## src/rtl/cmd_dispatcher_pkg.sv

```systemverilog
// ============================================================================
//  Module      : cmd_dispatcher_pkg
//  Description : Opcodes, FSM state encoding and helpers for cmd_dispatcher.
//  Revision    : 1.0 - initial release
// ============================================================================
`default_nettype none

package cmd_dispatcher_pkg;

   localparam logic [3:0] OP_NOP     = 4'h0;
   localparam logic [3:0] OP_TRIGGER = 4'h1;
   localparam logic [3:0] OP_WRITE   = 4'h2;
   localparam logic [3:0] OP_READ    = 4'h3;
   localparam logic [3:0] OP_FORWARD = 4'h4;
   localparam logic [3:0] OP_SOFTRST = 4'hF;

   localparam logic [7:0] C_REPLY_HDR_DEFAULT = 8'hA5;

   typedef enum logic [3:0] {
      S_IDLE       = 4'd0,
      S_DECODE     = 4'd1,
      S_PAYLOAD    = 4'd2,
      S_EXEC_WRITE = 4'd3,
      S_WAIT_TRIG  = 4'd4,
      S_TRIG       = 4'd5,
      S_FWD        = 4'd6,
      S_REPLY      = 4'd7,
      S_SOFTRST    = 4'd8
   } state_t;

   function automatic logic [7:0] sat_inc8(input logic [7:0] v);
      return (v == 8'hFF) ? v : v + 8'd1;
   endfunction

endpackage

`default_nettype wire

```

## src/rtl/cmd_dispatcher_payload_shifter.sv

```systemverilog
// ============================================================================
//  Module      : cmd_dispatcher_payload_shifter
//  Description : MSB-first payload collector with byte counter and idle timeout.
//  Revision    : 1.0 - initial release
// ============================================================================
`default_nettype none

module cmd_dispatcher_payload_shifter
   import cmd_dispatcher_pkg::*;
#(
   parameter int PAYLOAD_BYTES = 2,
   parameter int TIMEOUT_W     = 20
) (
   input  logic                       clk,
   input  logic                       rst_n,
   input  logic                       clear,
   input  logic                       enable,
   input  logic                       byte_valid,
   input  logic [7:0]                 byte_in,
   output logic [PAYLOAD_BYTES*8-1:0] data,
   output logic [PAYLOAD_BYTES*8-1:0] data_next,
   output logic                       done,
   output logic                       timeout
);

   localparam int c_W     = PAYLOAD_BYTES * 8;
   localparam int c_CNT_W = $clog2(PAYLOAD_BYTES + 1);

   logic [c_CNT_W-1:0]   r_cnt;
   logic [c_W-1:0]       r_shift;
   logic [TIMEOUT_W-1:0] r_to;

   generate
      if (PAYLOAD_BYTES == 1) begin : g_single
         assign data_next = byte_in;
      end else begin : g_multi
         assign data_next = {r_shift[c_W-9:0], byte_in};
      end
   endgenerate

   assign data    = r_shift;
   assign done    = enable && byte_valid && (r_cnt == c_CNT_W'(PAYLOAD_BYTES - 1));
   assign timeout = enable && (r_to == '1);

   always_ff @(posedge clk or negedge rst_n) begin
      if (!rst_n) begin
         r_cnt   <= '0;
         r_shift <= '0;
         r_to    <= '0;
      end else if (clear) begin
         r_cnt   <= '0;
         r_shift <= '0;
         r_to    <= '0;
      end else if (enable) begin
         if (byte_valid) begin
            r_shift <= data_next;
            r_to    <= '0;
            r_cnt   <= done ? '0 : r_cnt + c_CNT_W'(1);
         end else if (!timeout) begin
            r_to <= r_to + TIMEOUT_W'(1);
         end
      end
   end

endmodule

`default_nettype wire

```

## src/rtl/cmd_dispatcher.sv

```systemverilog
// ============================================================================
//  Module      : cmd_dispatcher
//  Description : Host command decoder: register write/read, triggers, forwards.
//  Revision    : 1.0 - initial release
// ============================================================================
`default_nettype none

module cmd_dispatcher
   import cmd_dispatcher_pkg::*;
#(
   parameter int         PAYLOAD_BYTES = 2,
   parameter int         NUM_REGS      = 4,
   parameter int         NUM_TARGETS   = 4,
   parameter int         TIMEOUT_W     = 20,
   parameter logic [7:0] REPLY_HDR     = C_REPLY_HDR_DEFAULT
) (
   input  logic                                clk,
   input  logic                                rst_n,
   input  logic [7:0]                          rx_rdata,
   input  logic                                rx_rempty,
   output logic                                rx_rinc,
   output logic [7:0]                          tx_wdata,
   output logic                                tx_winc,
   input  logic                                tx_wfull,
   output logic [NUM_TARGETS-1:0]              trig,
   input  logic [NUM_TARGETS-1:0]              trig_busy,
   output logic [PAYLOAD_BYTES*8-1:0]          fwd_data,
   output logic [NUM_TARGETS-1:0]              fwd_valid,
   input  logic [NUM_TARGETS-1:0]              fwd_ready,
   output logic [NUM_REGS*PAYLOAD_BYTES*8-1:0] regs,
   output logic                                soft_rst,
   output logic [7:0]                          err_count,
   output logic                                busy
);

   localparam int c_W      = PAYLOAD_BYTES * 8;
   localparam int c_RCNT_W = $clog2(PAYLOAD_BYTES + 2);

   state_t              r_state, w_next;
   logic                r_run;
   logic [7:0]          r_cmd;
   logic [7:0]          r_err;
   logic [c_W-1:0]      r_fwd_data;
   logic [c_W-1:0]      r_regs [NUM_REGS];
   logic [c_RCNT_W-1:0] r_rcnt;

   logic [3:0]             w_op, w_idx;
   logic                   w_reg_ok, w_tgt_ok, w_busy_sel;
   logic [NUM_TARGETS-1:0] w_tgt_onehot;
   logic [c_W-1:0]         w_rd_reg;
   logic [7:0]             w_tx_byte;
   logic                   w_cmd_load, w_err_inc, w_sh_clear, w_reg_we, w_fwd_load;
   logic                   w_sh_en, w_sh_take, w_done, w_timeout;
   logic [c_W-1:0]         w_sh_data, w_sh_next;

   assign w_op     = r_cmd[7:4];
   assign w_idx    = r_cmd[3:0];
   assign w_reg_ok = {1'b0, w_idx} < 5'(NUM_REGS);
   assign w_tgt_ok = {1'b0, w_idx} < 5'(NUM_TARGETS);

   always_comb begin
      w_tgt_onehot = '0;
      for (int t = 0; t < NUM_TARGETS; t++) begin
         w_tgt_onehot[t] = (w_idx == 4'(t));
      end
      w_busy_sel = |(trig_busy & w_tgt_onehot);
   end

   always_comb begin
      w_rd_reg = '0;
      for (int r = 0; r < NUM_REGS; r++) begin
         if (w_idx == 4'(r)) w_rd_reg = r_regs[r];
      end
   end

   // Reply byte order: header, echoed command, then register MSB first
   always_comb begin
      w_tx_byte = 8'h00;
      if (r_rcnt == '0) begin
         w_tx_byte = REPLY_HDR;
      end else if (r_rcnt == c_RCNT_W'(1)) begin
         w_tx_byte = r_cmd;
      end else begin
         for (int b = 0; b < PAYLOAD_BYTES; b++) begin
            if (r_rcnt == c_RCNT_W'(b + 2)) w_tx_byte = w_rd_reg[8*(PAYLOAD_BYTES-1-b) +: 8];
         end
      end
   end

   assign w_sh_en   = (r_state == S_PAYLOAD);
   assign w_sh_take = w_sh_en && !rx_rempty && !w_timeout;

   cmd_dispatcher_payload_shifter #(
      .PAYLOAD_BYTES (PAYLOAD_BYTES),
      .TIMEOUT_W     (TIMEOUT_W)
   ) u_shifter (
      .clk        (clk),
      .rst_n      (rst_n),
      .clear      (w_sh_clear),
      .enable     (w_sh_en),
      .byte_valid (w_sh_take),
      .byte_in    (rx_rdata),
      .data       (w_sh_data),
      .data_next  (w_sh_next),
      .done       (w_done),
      .timeout    (w_timeout)
   );

   always_ff @(posedge clk or negedge rst_n) begin
      if (!rst_n) r_state <= S_IDLE;
      else        r_state <= w_next;
   end

   always_comb begin
      w_next     = r_state;
      rx_rinc    = 1'b0;
      tx_winc    = 1'b0;
      tx_wdata   = 8'h00;
      trig       = '0;
      fwd_valid  = '0;
      soft_rst   = 1'b0;
      w_cmd_load = 1'b0;
      w_err_inc  = 1'b0;
      w_sh_clear = 1'b0;
      w_reg_we   = 1'b0;
      w_fwd_load = 1'b0;
      case (r_state)
         S_IDLE: begin
            // r_run holds off popping until the first edge after reset release
            if (r_run && !rx_rempty) begin
               rx_rinc    = 1'b1;
               w_cmd_load = 1'b1;
               w_next     = S_DECODE;
            end
         end
         S_DECODE: begin
            w_sh_clear = 1'b1;
            w_next     = S_IDLE;
            case (w_op)
               OP_NOP:     ;
               OP_WRITE:   if (w_reg_ok) w_next = S_PAYLOAD;   else w_err_inc = 1'b1;
               OP_FORWARD: if (w_tgt_ok) w_next = S_PAYLOAD;   else w_err_inc = 1'b1;
               OP_READ:    if (w_reg_ok) w_next = S_REPLY;     else w_err_inc = 1'b1;
               OP_TRIGGER: if (w_tgt_ok) w_next = S_WAIT_TRIG; else w_err_inc = 1'b1;
               OP_SOFTRST: w_next = S_SOFTRST;
               default:    w_err_inc = 1'b1;
            endcase
         end
         S_PAYLOAD: begin
            if (w_timeout) begin
               w_err_inc = 1'b1;
               w_next    = S_IDLE;
            end else if (w_sh_take) begin
               rx_rinc = 1'b1;
               if (w_done) begin
                  w_fwd_load = (w_op == OP_FORWARD);
                  w_next     = (w_op == OP_WRITE) ? S_EXEC_WRITE : S_FWD;
               end
            end
         end
         S_EXEC_WRITE: begin
            w_reg_we = 1'b1;
            w_next   = S_IDLE;
         end
         S_WAIT_TRIG: begin
            if (!w_busy_sel) w_next = S_TRIG;
         end
         S_TRIG: begin
            trig   = w_tgt_onehot;
            w_next = S_IDLE;
         end
         S_FWD: begin
            fwd_valid = w_tgt_onehot;
            if (|(fwd_ready & w_tgt_onehot)) w_next = S_IDLE;
         end
         S_REPLY: begin
            tx_wdata = w_tx_byte;
            if (!tx_wfull) begin
               tx_winc = 1'b1;
               if (r_rcnt == c_RCNT_W'(PAYLOAD_BYTES + 1)) w_next = S_IDLE;
            end
         end
         S_SOFTRST: begin
            soft_rst = 1'b1;
            w_next   = S_IDLE;
         end
         default: w_next = S_IDLE;
      endcase
   end

   always_ff @(posedge clk or negedge rst_n) begin
      if (!rst_n) begin
         r_run      <= 1'b0;
         r_cmd      <= 8'h00;
         r_err      <= 8'h00;
         r_fwd_data <= '0;
         r_rcnt     <= '0;
         for (int r = 0; r < NUM_REGS; r++) r_regs[r] <= '0;
      end else begin
         r_run <= 1'b1;
         if (w_cmd_load) r_cmd <= rx_rdata;
         if (w_err_inc)  r_err <= sat_inc8(r_err);
         if (w_fwd_load) r_fwd_data <= w_sh_next;
         if (w_sh_clear)   r_rcnt <= '0;
         else if (tx_winc) r_rcnt <= r_rcnt + c_RCNT_W'(1);
         for (int r = 0; r < NUM_REGS; r++) begin
            if (w_reg_we && (w_idx == 4'(r))) r_regs[r] <= w_sh_data;
         end
      end
   end

   generate
      for (genvar g = 0; g < NUM_REGS; g++) begin : g_flat
         assign regs[g*c_W +: c_W] = r_regs[g];
      end
   endgenerate

   assign fwd_data  = r_fwd_data;
   assign err_count = r_err;
   assign busy      = (r_state != S_IDLE);

endmodule

`default_nettype wire
```

## config.mk

```make
export PLATFORM = sky130hd
export DESIGN_NAME = cmd_dispatcher
export DESIGN_NICKNAME = d
export VERILOG_FILES = /design/src/rtl/cmd_dispatcher_pkg.sv /design/src/rtl/cmd_dispatcher_payload_shifter.sv /design/src/rtl/cmd_dispatcher.sv
export SDC_FILE = /design/constraint.sdc
export NUM_CORES = 1
export LEC_CHECK = 0
export CORE_MARGIN = 4
export CORE_UTILIZATION = 45
export DETAILED_ROUTE_END_ITERATION = 8
export DONT_BUFFER_PORTS = 1
export PLACE_DENSITY_LB_ADDON = 0.12
export SYNTH_ARGS = -nofsm -noshare
export SYNTH_HDL_FRONTEND = slang
export SYNTH_SLANG_ARGS = --single-unit
```

## constraint.sdc

```tcl
create_clock -name clk -period 5.95 [get_ports clk]
set_clock_uncertainty 0.2 [all_clocks]
set_input_delay 0.595 -clock clk [delete_from_list [all_inputs] [get_ports clk]]
set_output_delay 0.595 -clock clk [all_outputs]
set_load 0.02 [all_outputs]
```

==> metrics.md <==
| Metric | Value |
|---|---|
| Outcome | completed |
| Gr usage total | approximately 20% |
| Top cell type's share of synthesized area | about half |
| Combinational share of power | between 20% and 30% |
| Part of the power in registers | 44.1% |
| Worst-margin pin slew | between 1 and 1.5 ns |
| Critical Path End Type | output port |
| Primary FF master, synth | dfrtp_1 |
| Layout cells sized above 1 | between 20% and 30% |
| Bufs and invs on worst path | 1 |
| Fin nets | around 600 |
| Yosys cell types | 53 |
| Power density over the cells | 422 nW/µm² |
| RSZ-0062 raised after global routing | no |
| Ports | around 130 |
| Post-CTS Setup Bufs | 0 |
| Setup crit start kind | flip-flop |
| Synth area leader | dfrtp_1 |
| Worst path slowest cell | nor3b_1 |
| Post-CTS sizing | 0 |
| IO buf count | 0 |
| Final Hold Vio Count | 0 |
| CTS tree | yes |
| Initial drt markers | about 320 |
| Mean Syn Cell Area | 11.7 µm² |
| P_sw | 0.00108 W |
| Switching part of the total | approximately 34% |
| Setup TNS | 0 ns |
| Num CTS Buffers | 17 |
| Max-slew violations | 0 |
| Final setup viols | 0 |
| Power share of the clock group | 35.9% |
| Placer Congestion | between 0.8 and 0.9 |
| Chip Width | 131 µm |
| Worst r2r src | r_cmd[1] |
| FP Rows | between 40 and 50 |
| Ys Warns | 0 |
| Kind of cell adding the most delay to the critical path | simple AND/OR/NAND/NOR gates |
| CTS root buffer | clkbuf_16 |
| Pre-antenna DRT Iters | 4 |
| Sequential area share after synthesis | roughly half |
| P&R area growth vs syn | 11.6% |
| CP Max Fanout | 10 |
| Via count | ~4600 |
| Internal power | between 0.002 and 0.0025 W |
| Avg Vias per Cell | between 5 and 6 |
| Util after Layout | between 50% and 60% |
| Clk buf depth | 2 |
| Max-Cap Viols | 0 |
| Detailed placer's ending HPWL | ~12000 µm |
| Net count after synthesis | about 610 |
| Num Clock Sinks | 141 |
| Register-to-Register Path Depth | 4 |
| Hold Startpoint | rx_rdata[1] |
| Relative slew slack | 29.5% |
| Worst-path clk slew | 0.06 ns |
| Area of the mapped netlist | between 6000 and 7000 µm² |
| Filler Cell Count | ~1300 |
| WHS Endpoint | u_shifter.data[1] |
| Post-Syn Instances | 585 |
| Htree depth | 4 |
| Antenna cells | 0 |
| Post-synthesis sequential element count | ~140 |
| Avg WL per Cell | around 22 µm |
| Fmax | 258 MHz |
| Vias in the first global route | approximately 4600 |
| Die Y | 131 µm |
| Crit path cell chain | ha_1 > nor3b_1 > o21ai_0 > nor2_1 > a311oi_1 > a2111oi_1 > buf_4 |
| Worst path required time | ~5.2 ns |
| Synth top area cells | dfrtp_1 52%, mux2_2 16%, mux4_2 3.6% |
| Post-synth EDFFs | 0 |
| Leakage power figure | about 3.4 nW |
| Fin crit share | 65.2% |
| Core Footprint | roughly 15000 µm² |
| R2R Setup Slk | 2.73 ns |
| Worst-Skew Late Latency | between 0.4 and 0.5 ns |
| Ys async rst share | between 90% and 100% |
| Die ar. | 17200 µm² |
| Crit path launch | r_rcnt[0] |
| Worst setup path class | flip-flop to output port |
| Worst EP arrival | 3.09 ns |
| Top-count cell post-synth | dfrtp_1 |
| Initial core utilization | a little under half |
| Leading cell types by count after synthesis | 141 x dfrtp_1, 97 x mux2_2, 46 x nand2_1 |
| Congestion Overflow GR | 0 |
| Post-route minimum period | around 3.9 ns |
| Hold-critical path depth | 2 |
| Pin count of the biggest net entering global routing | about 140 |
| Initial antenna violation count | 0 |
| CP peak stage delay | just over 0.7 ns |
| VDD IR-drop max | ~250 µV |
| Antenna Nets Post-Route | 0 |
| HP Class | input pin to flip-flop |
| Critical R2R Capture | regs[39] |
| Routed WL | around 17000 µm |
| First-pass GRT wire length | about 28000 µm |
| Residual DRC | 0 |
[through the flow]
stage          hold WS (ns)  cells  cell area [µm²]  total power, W  setup slack (ns)
2_1_floorplan        0.0994    585             6840         0.00188              2.55
3_3_place_gp          0.106    738             6940         0.00205              2.67
3_5_place_dp          0.104    738             6940         0.00207              2.62
4_1_cts            0.000153    771             7620         0.00325              2.15
5_1_grt              0.0939    772             7630         0.00338              1.86
6_report             0.0982    772             7630         0.00322              2.07
[routing by layer]
layer | GRT usage, % | share of wire [%] | up-vias
li1 | - | - | 2093
met1 | 29.2 | 45 | 2303
met2 | 29.6 | 45 | 153
met3 | 7.61 | 9.3 | 11
met4 | 5.66 | 0.80 | 0
met5 | 0 | 0 | -
[flip-flops by register name, indices dropped and copies added, names as in the netlist]
register and flops:
r_cmd 8, u_shifter.data 16, r_run 1, fwd_data 16, regs 64, err_count 8, r_state 4, u_shifter.r_to 20
u_shifter.r_cnt 2, r_rcnt 2
[timing repair]
action | 4_1_cts | 5_1_grt
hold buffers | 1 | 1
endpoints found under the hold margin | 141 | 2
setup endpoints to repair | 0 | 0
[power groups by stage]
| stage | clock [W] | combinational, W | sequential (W) |
|---|---|---|---|
| 2_1_floorplan | 0 | 0.000585 | 0.00129 |
| 3_3_place_gp | 0 | 0.000617 | 0.00143 |
| 3_5_place_dp | 0 | 0.000626 | 0.00144 |
| 4_1_cts | 0.00117 | 0.000650 | 0.00142 |
| 5_1_grt | 0.00122 | 0.000705 | 0.00145 |
| 6_report | 0.00115 | 0.000643 | 0.00142 |
[worst max-delay path by stage]
stage                  end  slack [ns]  cells after the start
3_3_place_gp   tx_wdata[4]        2.67                      7
5_1_grt        tx_wdata[4]        1.86                      7
3_5_place_dp   tx_wdata[5]        2.62                      6
6_report       tx_wdata[4]        2.07                      7
2_1_floorplan  tx_wdata[1]        2.55                      7
4_1_cts        tx_wdata[4]        2.15                      7
[placed cells by master, fill, tap and decap left out, types with 3 or more instances in the layout]
master,n
nor4b_1,3
nor4_1,3
and2_1,3
a21oi_1,11
and3_1,8
mux2_2,97
buf_4,6
nor3b_1,5
nor2b_1,3
ha_1,6
xor2_1,15
nand3_1,19
o21ai_2,3
nor3_1,18
dfrtp_1,141
or3_1,3
nand4_1,8
bufinv_16,4
xnor2_1,9
inv_1,11
nand2b_1,3
o21ai_0,38
clkbuf_8,5
clkbuf_16,17
nor2_1,37
mux2i_1,3
mux4_2,11
nand2_1,46
o2111ai_1,6
o22ai_1,7
and4_1,4
[kinds of logic (layout without fill, tap and decap cells)]
logic type | after synthesis | in the layout | share of synthesized area, %
fa+ha+maj | 7 | 7 | 1.24
xor+xnor | 24 | 24 | 3.08
other cells | 1 | 1 | 0.0549
mux | 111 | 111 | 20.0
compound gates | 81 | 81 | 7.94
simple gates | 171 | 171 | 12.6
buf+inv | 49 | 52 | 3.40
flops | 141 | 141 | 51.6
[layout make-up]
| cell class | count | area [µm²] | area share [%] |
|---|---|---|---|
| clock buffers | 23 | 498 | 6.53 |
| clock inverters | 9 | 155 | 2.03 |
| inverters | 12 | 45.0 | 0.591 |
| multi-input cells | 395 | 3090 | 40.5 |
| flip-flops and latches | 141 | 3530 | 46.3 |
| well taps | 184 | 230 | 3.02 |
| repair buffers | 8 | 82.6 | 1.08 |
No activity file was read; power rests on OpenSTA's default activity.
